## src/rtl/mux_2x1_comb_pkg.sv

```systemverilog
// Shared NoC primitive definitions: command encoding for mux/demux select
// inputs and the dummy-data fill value emitted when a lane is not passed.
package mux_2x1_comb_pkg;

    localparam logic CMD_LOW  = 1'b0;
    localparam logic CMD_HIGH = 1'b1;

    // Fill bit for dummy words; replicate to the lane width at the use site.
    localparam logic DUMMY_BIT = 1'b0;

    function automatic logic dummy_bit();
        return DUMMY_BIT;
    endfunction

endpackage : mux_2x1_comb_pkg

```

## src/rtl/mux_2x1_comb.sv

```systemverilog
// Two-lane valid-qualified data mux used in NoC switch/router trees.
// Combinational by default; OUTPUT_REG=1 adds one registered output stage.
module mux_2x1_comb
    import mux_2x1_comb_pkg::*;
#(
    parameter int DATA_WIDTH    = 32,
    parameter int COMMAND_WIDTH = 1,
    parameter bit OUTPUT_REG    = 1'b0
) (
    input  logic                      clk,
    input  logic                      rst_n,
    input  logic [1:0]                i_valid,
    input  logic [2*DATA_WIDTH-1:0]   i_data_bus,
    input  logic                      i_en,
    input  logic [COMMAND_WIDTH-1:0]  i_cmd,
    output logic                      o_valid,
    output logic [DATA_WIDTH-1:0]     o_data_bus
);

    localparam logic [DATA_WIDTH-1:0] DUMMY_DATA = {DATA_WIDTH{DUMMY_BIT}};

    logic                  sel_high;
    logic                  nxt_valid;
    logic [DATA_WIDTH-1:0] nxt_data;
    logic                  unused_cmd_bits;

    assign sel_high = (i_cmd[0] == CMD_HIGH);

    // Only bit 0 of the command selects; wider commands share the encoding
    // with other primitives and their upper bits are deliberately dropped.
    assign unused_cmd_bits = ^i_cmd;

    // NOTE: every always_comb output gets a default first so no path can
    // leave it unassigned and infer a latch.
    always_comb begin
        nxt_valid = 1'b0;
        nxt_data  = DUMMY_DATA;
        if (i_en && i_valid[i_cmd[0]]) begin
            nxt_valid = 1'b1;
            nxt_data  = sel_high ? i_data_bus[2*DATA_WIDTH-1:DATA_WIDTH]
                                 : i_data_bus[DATA_WIDTH-1:0];
        end
    end

    generate
        if (OUTPUT_REG) begin : g_out_reg
            // NOTE: state is updated with non-blocking assignments so every
            // register samples pre-edge values regardless of block ordering.
            always_ff @(posedge clk or negedge rst_n) begin
                if (!rst_n) begin
                    o_valid    <= 1'b0;
                    o_data_bus <= DUMMY_DATA;
                end else begin
                    o_valid    <= nxt_valid;
                    o_data_bus <= nxt_data;
                end
            end
        end else begin : g_out_comb
            logic unused_clk;
            assign unused_clk = clk;

            // Reset still forces a clean zero word on the unregistered path.
            assign o_valid    = rst_n ? nxt_valid : 1'b0;
            assign o_data_bus = rst_n ? nxt_data  : DUMMY_DATA;
        end
    endgenerate

endmodule : mux_2x1_comb

```

## config.mk

```make
export PLATFORM = sky130hd
export DESIGN_NAME = mux_2x1_comb
export DESIGN_NICKNAME = d
export VERILOG_FILES = /design/src/rtl/mux_2x1_comb_pkg.sv /design/src/rtl/mux_2x1_comb.sv
export SDC_FILE = /design/constraint.sdc
export NUM_CORES = 1
export LEC_CHECK = 0
export ABC_AREA = 1
export CORE_MARGIN = 4
export CORE_UTILIZATION = 25
export DETAILED_ROUTE_END_ITERATION = 8
export PLACE_DENSITY = 0.85
export SLEW_MARGIN = 30
export SYNTH_ARGS = -nofsm -noshare
export SYNTH_HDL_FRONTEND = slang
export SYNTH_SLANG_ARGS = --single-unit
```

## constraint.sdc

```tcl
create_clock -name vclk -period 1.6
set_clock_uncertainty 0.2 [all_clocks]
set_input_delay 0.4 -clock vclk [all_inputs]
set_output_delay 0.4 -clock vclk [all_outputs]
set_load 0.05 [all_outputs]
```

==> results.cfg, run 1 <==
[place]
gp_congestion = 0.705
placed_cells = 280
io_buffers = 102
dp_slack_ns = -0.761
dp_hpwl_um = 3270

[status]
error_line = [ERROR DPL-0033] detailed placement checks failed during check placement.
status = did not finish
lastStage = 4_1_cts

[logic_synthesis]
synth.area.top_cells = nand2_1, and2_1, nor2_1
synth_seq_area_share_pct = 0
synth_area_um2 = 714
yosysWarnings = 0
netlist.area_leader.share_pct = 34.7
synth_area_leader_cell = nand2_1
synthCells = 147
avgSynthCellArea_um2 = 4.86
synthDistinctLibCells = 10
synthesis.nets = 217

[floorplanning]
chipHeight_um = 61.5
start_util_pct = 26.1
io_pins = 103
core.rowCount = 19
die_x_um = 61.5

[clock_network]
cts_resized = 71
ctsHoldBuffers = 0
postCtsSetupBuffers = 4
[cell usage after synthesis, drive strengths merged]
cell   number
and2       32
nor2       32
nand2      67
buf        10
inv         5
nand3       1
[per-stage QoR]
stage / instance area, um2 / hold slack [ns]
floorplan: 992 / 0.869
global placement: 2380 / 1.38
detailed placement: 2380 / 1.39
[cells by family after synthesis]
family	after synthesis	synth area share, %
buf+inv	15	17.2
simple gates	132	82.8
==> run 2: changes to the inputs <==
- CORE_AREA: unset -> 4 4 65 67
- CORE_MARGIN: 4 -> unset
- CORE_UTILIZATION: 25 -> unset
- DIE_AREA: unset -> 0 0 69 71
- PLACE_DENSITY: 0.85 -> unset
- PLACE_DENSITY_LB_ADDON: unset -> 0.15
==> run 2 against run 1 <==
The flow now finishes, with violations (setup timing). Area after synthesis unchanged. Synthesized cell count unchanged.
==> results.cfg, run 2 <==
[power_and_ir_drop]
power_density_mw_per_mm2 = 272
seqPwrFrac_pct = 0
power_frac_clock_pct = 0
combPwrFrac_pct = 100.0
p_leak_uw = 0.00107
power_switching_share_pct = 42.5
ir_worst_vdd_uv = 144
p_int_uw = 404
power.switching_uw = 298

[finish]
seq_area_um2 = 0
n_clock_buffer = 0
fin_area_mm2 = 0.00258
layout_common_cells = nand2_1, clkdlybuf4s50_1, buf_12
syn2layout_area_growth_pct = 261
final.fill_count = 302
nets = 326
antennaDiodeCount = 0
instances_no_fill = 302
multi_input_area_um2 = 910
drive_above_1_share_pct = 45.7
seq_cells = 0
final_common_cell = nand2_1

[drt]
drc = 0
via_per_inst = 4.06
wl_per_cell_um = 11.1
dr.first_iter.drc_count = 16
routed_wl_um = 3350
ant_nets = 0
vias = 1225
dr.pass1.iters = 2

[global_routing]
grt_pass1_wl_um = 5510
antenna_found_initial = 0
grt_pass1_vias = 1168
grt.total_usage_pct = 13.2
grt_max_degree = 23
grt_overflow = 0

[critical_path]
start_kind = input port
critPathRequiredTime_ns = 1.00
crit_type = in2out
endpoint_kind = output pin
arrival_ns = 1.37
crit_slowest_cell = buf_12
path_max_fanout = 7
slowest_delay_ns = 0.15
cp_common_cell = buf_12
crit_path_cell_trace = buf_6 -> buf_8 -> inv_8 -> nand2_4 -> nand3_4 -> buf_12 -> buf_12 -> clkinvlp_4 -> buf_12

[logic_synthesis]
yosysWarnings = 0
avgSynthCellArea_um2 = 4.86
synth_area_leader_cell = nand2_1
netlist.area_leader.share_pct = 34.7
synthesis.nets = 217
synth_seq_area_share_pct = 0
synth.most_common_cell = nand2_1
synthDistinctLibCells = 10
synth_area_um2 = 714
synthTopCellsByCount = nand2_1, nor2_1, and2_1
synthCells = 147
synth.area.top_cells = nand2_1, and2_1, nor2_1

[place]
gp_congestion = 0.735
dp_hpwl_um = 2890
place_area_mm2 = 0.00240
io_buffers = 102
placed_cells = 297

[floorplanning]
chipHeight_um = 71
dieArea_mm2 = 0.00490
io_pins = 103
core-area_mm2 = 0.00363
core.rowCount = 22
die_x_um = 69
start_util_pct = 19.7

[sta]
slew_headroom_pct = 85.2
setup-violations-final = 33
timing.final.ws_setup_ns = -0.374
fin_crit_ns = 1.97
worst_pin_slew_ns = 0.222
timing.final.max_slew_violations = 0
fin_crit_sh_pct = 123
rsz0062_at_grt = true
hold_viol_final = 0
max_freq_mhz = 507

[status]
status = finished, violations left
violations = setup timing

[clock_network]
ctsHoldBuffers = 0

[run]
cap_violations = 0

[worst_hold_path]
hp-class = in2out
## run 2: cell counts after synthesis
No cell type changed its count.
## run 2: power by group through the flow
stage | registers (uW) | logic [uW] | clock network (uW)
finish | 0 | 702 | 0
global route | 0 | 744 | 0
CTS | 0 | 706 | 0
detailed placement | 0 | 635 | 0
global placement | 0 | 632 | 0
floorplan | 0 | 317 | 0
## run 2: metrics by stage
step / TNS, ns / util, % / total power [uW] / hold WS (ns) / setup slack [ns]
3_3_place_gp: -22.89 / 66.1 / 632 / 1.37 / -0.724
5_1_grt: -12.85 / 71.1 / 744 / 1.16 / -0.417
3_5_place_dp: -23.94 / 66.1 / 635 / 1.37 / -0.757
6_report: -11.10 / 71.1 / 702 / 1.11 / -0.374
2_1_floorplan: -7.01 / - / 317 / 0.869 / -0.231
4_1_cts: -11.17 / 70.7 / 706 / 1.19 / -0.377
## run 2: final timing paths
path / from / endpoint / slack, ns / cells after the start
max: i_cmd / o_valid / -0.37 / 9
min: i_data_bus[54] / o_data_bus[22] / 1.11 / 5
## run 2: layout make-up
type                       instances  share of cell area [%]
timing repair buffer             117                    61.3
inverter                           5                    1.16
tap                               48                    2.33
multi-input combinational        132                    35.2
## run 2: logic make-up (layout without fill, tap and decap cells)
| logic type | Yosys count | in the layout | share of synthesized area [%] |
|---|---|---|---|
| buf+inv | 15 | 122 | 17.2 |
| simple gates | 132 | 132 | 82.8 |
## run 2: repair_timing
item,4_1_cts,5_1_grt
setup buffers,3,0
cloned,2,0
setup endpoints to repair,33,33
resized for setup,64,7
pin swaps,21,5
## run 2: routing by layer
layer | vias up | global-route usage (%) | part of all wire [%]
met5 | - | 0 | 0
met4 | 0 | 0 | 0
met3 | 0 | 2.70 | 8.8
met2 | 53 | 26.9 | 55
met1 | 528 | 14.7 | 36
li1 | 644 | - | -
## run 2: worst max-delay path: cells and delay by family
family	cells	cell delay, ns
buffers and inverters	7	0.82
AND/OR/NAND/NOR	2	0.15
(Power assumes the default switching activity.)
==> run 3: changes to the inputs <==
- CORE_AREA: 4 4 65 67 -> 2 2 63 65
- DIE_AREA: 0 0 69 71 -> 0 0 65 67
==> run 3 against run 2 <==
The flow still finishes with violations (setup timing). Utilization is 4.0 points higher. Sequential share of layout area stayed put. Count of clock-buffer cells in the layout stayed put. First-iteration DRC count grew to 2.7 times the previous value. Wire length is 8.5% higher. Fmax is 3.3% higher. Non-clock buffer count is 1 higher. Worst setup slack better by 0.064 ns. Combinational power is 3.4% higher. Critical path depth is 4 lower. Global-route usage is 2.4 points higher. Die area is 11% lower. Highest routed layer unchanged.
==> results.cfg, run 3 (synthesized netlist as in run 2, its figures left out) <==
[critical_path]
cp_top_family = buffers and inverters
path_max_fanout = 1
crit_slowest_cell = clkdlybuf4s50_1
arrival_ns = 1.31
crit_path_cell_trace = clkdlybuf4s50_1 -> nand2_1 -> and2_4 -> nor2_4 -> buf_12
slowest_delay_ns = 0.46
path_buf_inv = 2
critPathRequiredTime_ns = 1.00
startpoint = i_data_bus[47]
endpoint_kind = output pin
crit_type = in2out
start_kind = input port

[finish]
final_core_util_pct = 75.1
drive_above_1_share_pct = 52.2
syn2layout_area_growth_pct = 279
seq_area_um2 = 0
final.fill_count = 250
nets = 327
n_clock_buffer = 0
seq_cells = 0
final_common_cell = nand2_1
layout_common_cells = nand2_1, buf_12, and2_4, nor2_4, dlymetal6s2s_1
antennaDiodeCount = 0
multi_input_area_um2 = 942

[drt]
wl_per_cell_um = 12.0
via_per_inst = 4.14
vias = 1254
ant_nets = 0
routed_wl_um = 3630
dr.pass1.iters = 4
drc = 0
dr.first_iter.drc_count = 43

[place]
io_buffers = 102
gp_congestion = 0.679
dp_hpwl_um = 2830

[sta]
timing.final.ws_setup_ns = -0.310
rsz0062_at_grt = true
fin_crit_ns = 1.91
fin_crit_sh_pct = 119
timing.final.max_slew_violations = 0
max_freq_mhz = 523
setup-violations-final = 33
slew_headroom_pct = 90.0
hold_viol_final = 0
whs_ns = 1.08
worst_pin_slew_ns = 0.150

[global_routing]
grt.total_usage_pct = 15.6
antenna_found_initial = 0
grt_pass1_wl_um = 5440
grt_max_degree = 15
grt_pass1_vias = 1173
grt_overflow = 0

[power_and_ir_drop]
power_density_mw_per_mm2 = 268
seqPwrFrac_pct = 0
power.switching_uw = 312
ir_worst_vdd_uv = 123
power_switching_share_pct = 42.9
p_leak_uw = 0.00133
p_int_uw = 415
combPwrFrac_pct = 100.0
power_frac_clock_pct = 0

[floorplanning]
dieArea_mm2 = 0.00436
chipHeight_um = 67
core.rowCount = 22
die_x_um = 65
core-area_mm2 = 0.00361
start_util_pct = 19.8
io_pins = 103

[status]
violations = setup timing
status = finished, violations left

[worst_hold_path]
hold_start = i_data_bus[0]
hp-class = in2out

[run]
cap_violations = 0
-- run 3: cell count changes in the layout (fill, tap and decap cells not counted), moves of 2 or more --
cell / delta
and2_1: -8
and2_4: +8
buf_12: +3
buf_6: -3
clkbuf_2: +2
clkdlybuf4s15_1: -3
clkdlybuf4s50_1: -31
dlygate4sd2_1: +7
dlymetal6s2s_1: +24
nand2_1: -5
nand2_2: +5
-- run 3: final cells by class --
| cell class | count | area share, % |
|---|---|---|
| timing repair buffer | 118 | 61.7 |
| inverter | 5 | 1.29 |
| tap | 48 | 2.22 |
| multi-input combinational | 132 | 34.8 |
-- run 3: final timing paths --
path / to / cells after the start
setup / recovery: o_data_bus[15] / 5
hold / removal: o_data_bus[0] / 5
-- run 3: power groups by stage --
stage,logic [uW],registers [uW],clock network [uW]
after global routing,768,0,0
after global placement,650,0,0
after floorplan,317,0,0
final,726,0,0
after detailed placement,656,0,0
after CTS,704,0,0
-- run 3: worst min-delay path, stage by stage --
cell	delay, ns
dlymetal6s2s_1	0.12
nand2_1	0.06
and2_4	0.14
nor2_4	0.03
buf_12	0.13
-- run 3: per-stage QoR --
step / setup TNS, ns / setup WS (ns) / area [um2] / instances / total power [uW]
finish: -8.78 / -0.310 / 2710 / 303 / 726
global route: -9.92 / -0.342 / 2710 / 303 / 768
CTS: -11.12 / -0.380 / 2600 / 302 / 704
detailed placement: -23.94 / -0.771 / 2460 / 297 / 656
global placement: -23.41 / -0.755 / 2460 / 297 / 650
floorplan: -7.01 / -0.231 / 992 / 147 / 317
-- run 3: repair_timing --
action                     in CTS  in global routing
hold buffers                    0                  0
pin swaps                      35                 59
setup endpoints to repair      33                 33
resized for setup              65                 55
buffers inserted                4                  3
gates cloned                    2                  1
-- run 3: routing by layer --
metal	track usage [%]	wire length, um	vias up
met1	17.5	1350	550
met3	3.72	294	0
li1	-	-	647
met4	0	0	0
met2	31.2	1990	57
met5	0	0	-
==> run 4: changes to the inputs <==
- ABC_AREA: 1 -> unset
- CELL_PAD_IN_SITES_DETAIL_PLACEMENT: unset -> 1
- CELL_PAD_IN_SITES_GLOBAL_PLACEMENT: unset -> 1
- CORE_AREA: 2 2 63 65 -> unset
- CORE_UTILIZATION: unset -> 15
- DIE_AREA: 0 0 65 67 -> unset
==> run 4 against run 3 <==
Critical endpoint is now o_data_bus[25]. The run still ends with setup timing left. Combinational power decreased by 2%. Hold slack improved by 0.0033 ns. Worst setup slack got worse by 0.047 ns. First-iteration DRC count decreased by 40%. Global-route usage decreased by 0.27 points. Power decreased by 2.5%. Synthesized cell count decreased by 48%. Wire length increased by 11%. Area after synthesis increased by 2.3%. Die area increased by 18%.
==> results.cfg, run 4 <==
[status]
status = finished, violations left
violations = setup timing

[logic_synthesis]
avgSynthCellArea_um2 = 9.49
synthesis.nets = 147
synth_area_leader_cell = mux2i_1
synth.area.top_cells = mux2i_1, nor3_2, buf_6
synth_area_um2 = 731
yosysWarnings = 0
synth_seq_area_share_pct = 0
netlist.area_leader.share_pct = 43.8
synthDistinctLibCells = 11
synth.most_common_cell = mux2i_1
synthCells = 77
synthTopCellsByCount = mux2i_1, nor3_2, buf_6, nor3_1

[clock_network]
ctsHoldBuffers = 0

[finish]
layout_common_cells = buf_6, nor3_4, dlygate4sd2_1
seq_area_um2 = 0
nets = 256
multi_input_area_um2 = 987
antennaDiodeCount = 0
syn2layout_area_growth_pct = 227
drive_above_1_share_pct = 58.7
seq_cells = 0
final.fill_count = 476
fin_area_mm2 = 0.00239
n_clock_buffer = 0
final_common_cell = buf_6
final_core_util_pct = 50.9

[drt]
routed_wl_um = 4020
dr.first_iter.drc_count = 26
via_per_inst = 4.40
drc = 0
ant_nets = 0
vias = 1048
dr.pass1.iters = 4
wl_per_cell_um = 16.9

[floorplanning]
dieArea_mm2 = 0.00515
core-area_mm2 = 0.00469
chipHeight_um = 71.8
core.rowCount = 25
start_util_pct = 15.6
die_x_um = 71.8
io_pins = 103

[place]
dp_hpwl_um = 2850
dp_slack_ns = -0.715
gp_congestion = 0.646
io_buffers = 102
place_area_mm2 = 0.00199

[sta]
fin_setup_tns_ns = -9.82
rsz0062_at_grt = true
fin_crit_sh_pct = 122
slew_headroom_pct = 80.4
worst_pin_slew_ns = 0.286
max_freq_mhz = 511
whs_ns = 1.09
hold_viol_final = 0
timing.final.ws_setup_ns = -0.357
setup-violations-final = 33
timing.final.max_slew_violations = 0
fin_crit_ns = 1.96

[critical_path]
crit_type = in2out
start_kind = input port
arrival_ns = 1.36
timing.critical_path.to = o_data_bus[25]
path_max_fanout = 5
startpoint = i_cmd
critPathRequiredTime_ns = 1.00
endpoint_kind = output pin

[global_routing]
grt_pass1_wl_um = 6260
grt_pass1_vias = 1202
grt.total_usage_pct = 15.3
grt_max_degree = 18
antenna_found_initial = 0
grt_overflow = 0

[power_and_ir_drop]
p_leak_uw = 0.00107
ir_worst_vdd_uv = 117
power_density_mw_per_mm2 = 297

[run]
cap_violations = 0

[worst_hold_path]
hp-class = in2out
hold_start = i_data_bus[37]
==> run 4: metrics by stage <==
step           total power (uW)  std cells
2_1_floorplan               358         77
3_5_place_dp                598        230
5_1_grt                     741        238
3_3_place_gp                588        230
6_report                    708        238
4_1_cts                     700        238
==> run 4: final cells by class <==
cell class         instances  share of cell area (%)
multi-input cells         67                    41.4
well taps                 54                    2.83
repair buffers           117                    55.8
==> run 4: cell families after synthesis <==
kind of cell,Yosys count,synth area share [%]
buf+inv,10,10.3
simple gates,34,42.8
mux,33,46.9
==> run 4: how the worst min path moves through the flow <==
stage	endpoint	depth (start not counted)
6_report	o_data_bus[5]	4
3_5_place_dp	o_data_bus[1]	5
4_1_cts	o_data_bus[7]	4
3_3_place_gp	o_valid	5
5_1_grt	o_data_bus[5]	4
2_1_floorplan	o_data_bus[11]	2
==> run 4: metal layers <==
metal	wire length [um]	global-route usage [%]	up-vias
met5	0	0	-
met4	0	0	0
met3	295	2.25	0
met2	2180	30.6	57
met1	1550	18.1	480
li1	-	-	511
==> run 4: report_power, final <==
group	switching, uW	internal, uW	total (uW)	leakage, uW
sequential	0	0	0	0
combinational	355	353	708	0.00107
clock	0	0	0	0
total	355	353	708	0.00107
==> run 4: worst max-delay path, stage by stage <==
cell and delay [ns]:
buf_12 0.11, mux2i_4 0.19, buf_6 0.14, buf_12 0.14
nor3_4 0.19, buf_6 0.18
==> run 4: what timing repair did <==
item / 4_1_cts / 5_1_grt
cloned: 4 / 0
endpoints found under the setup margin: 33 / 33
buffers inserted: 5 / 0
pin swaps: 30 / 11
gates resized for setup: 116 / 14
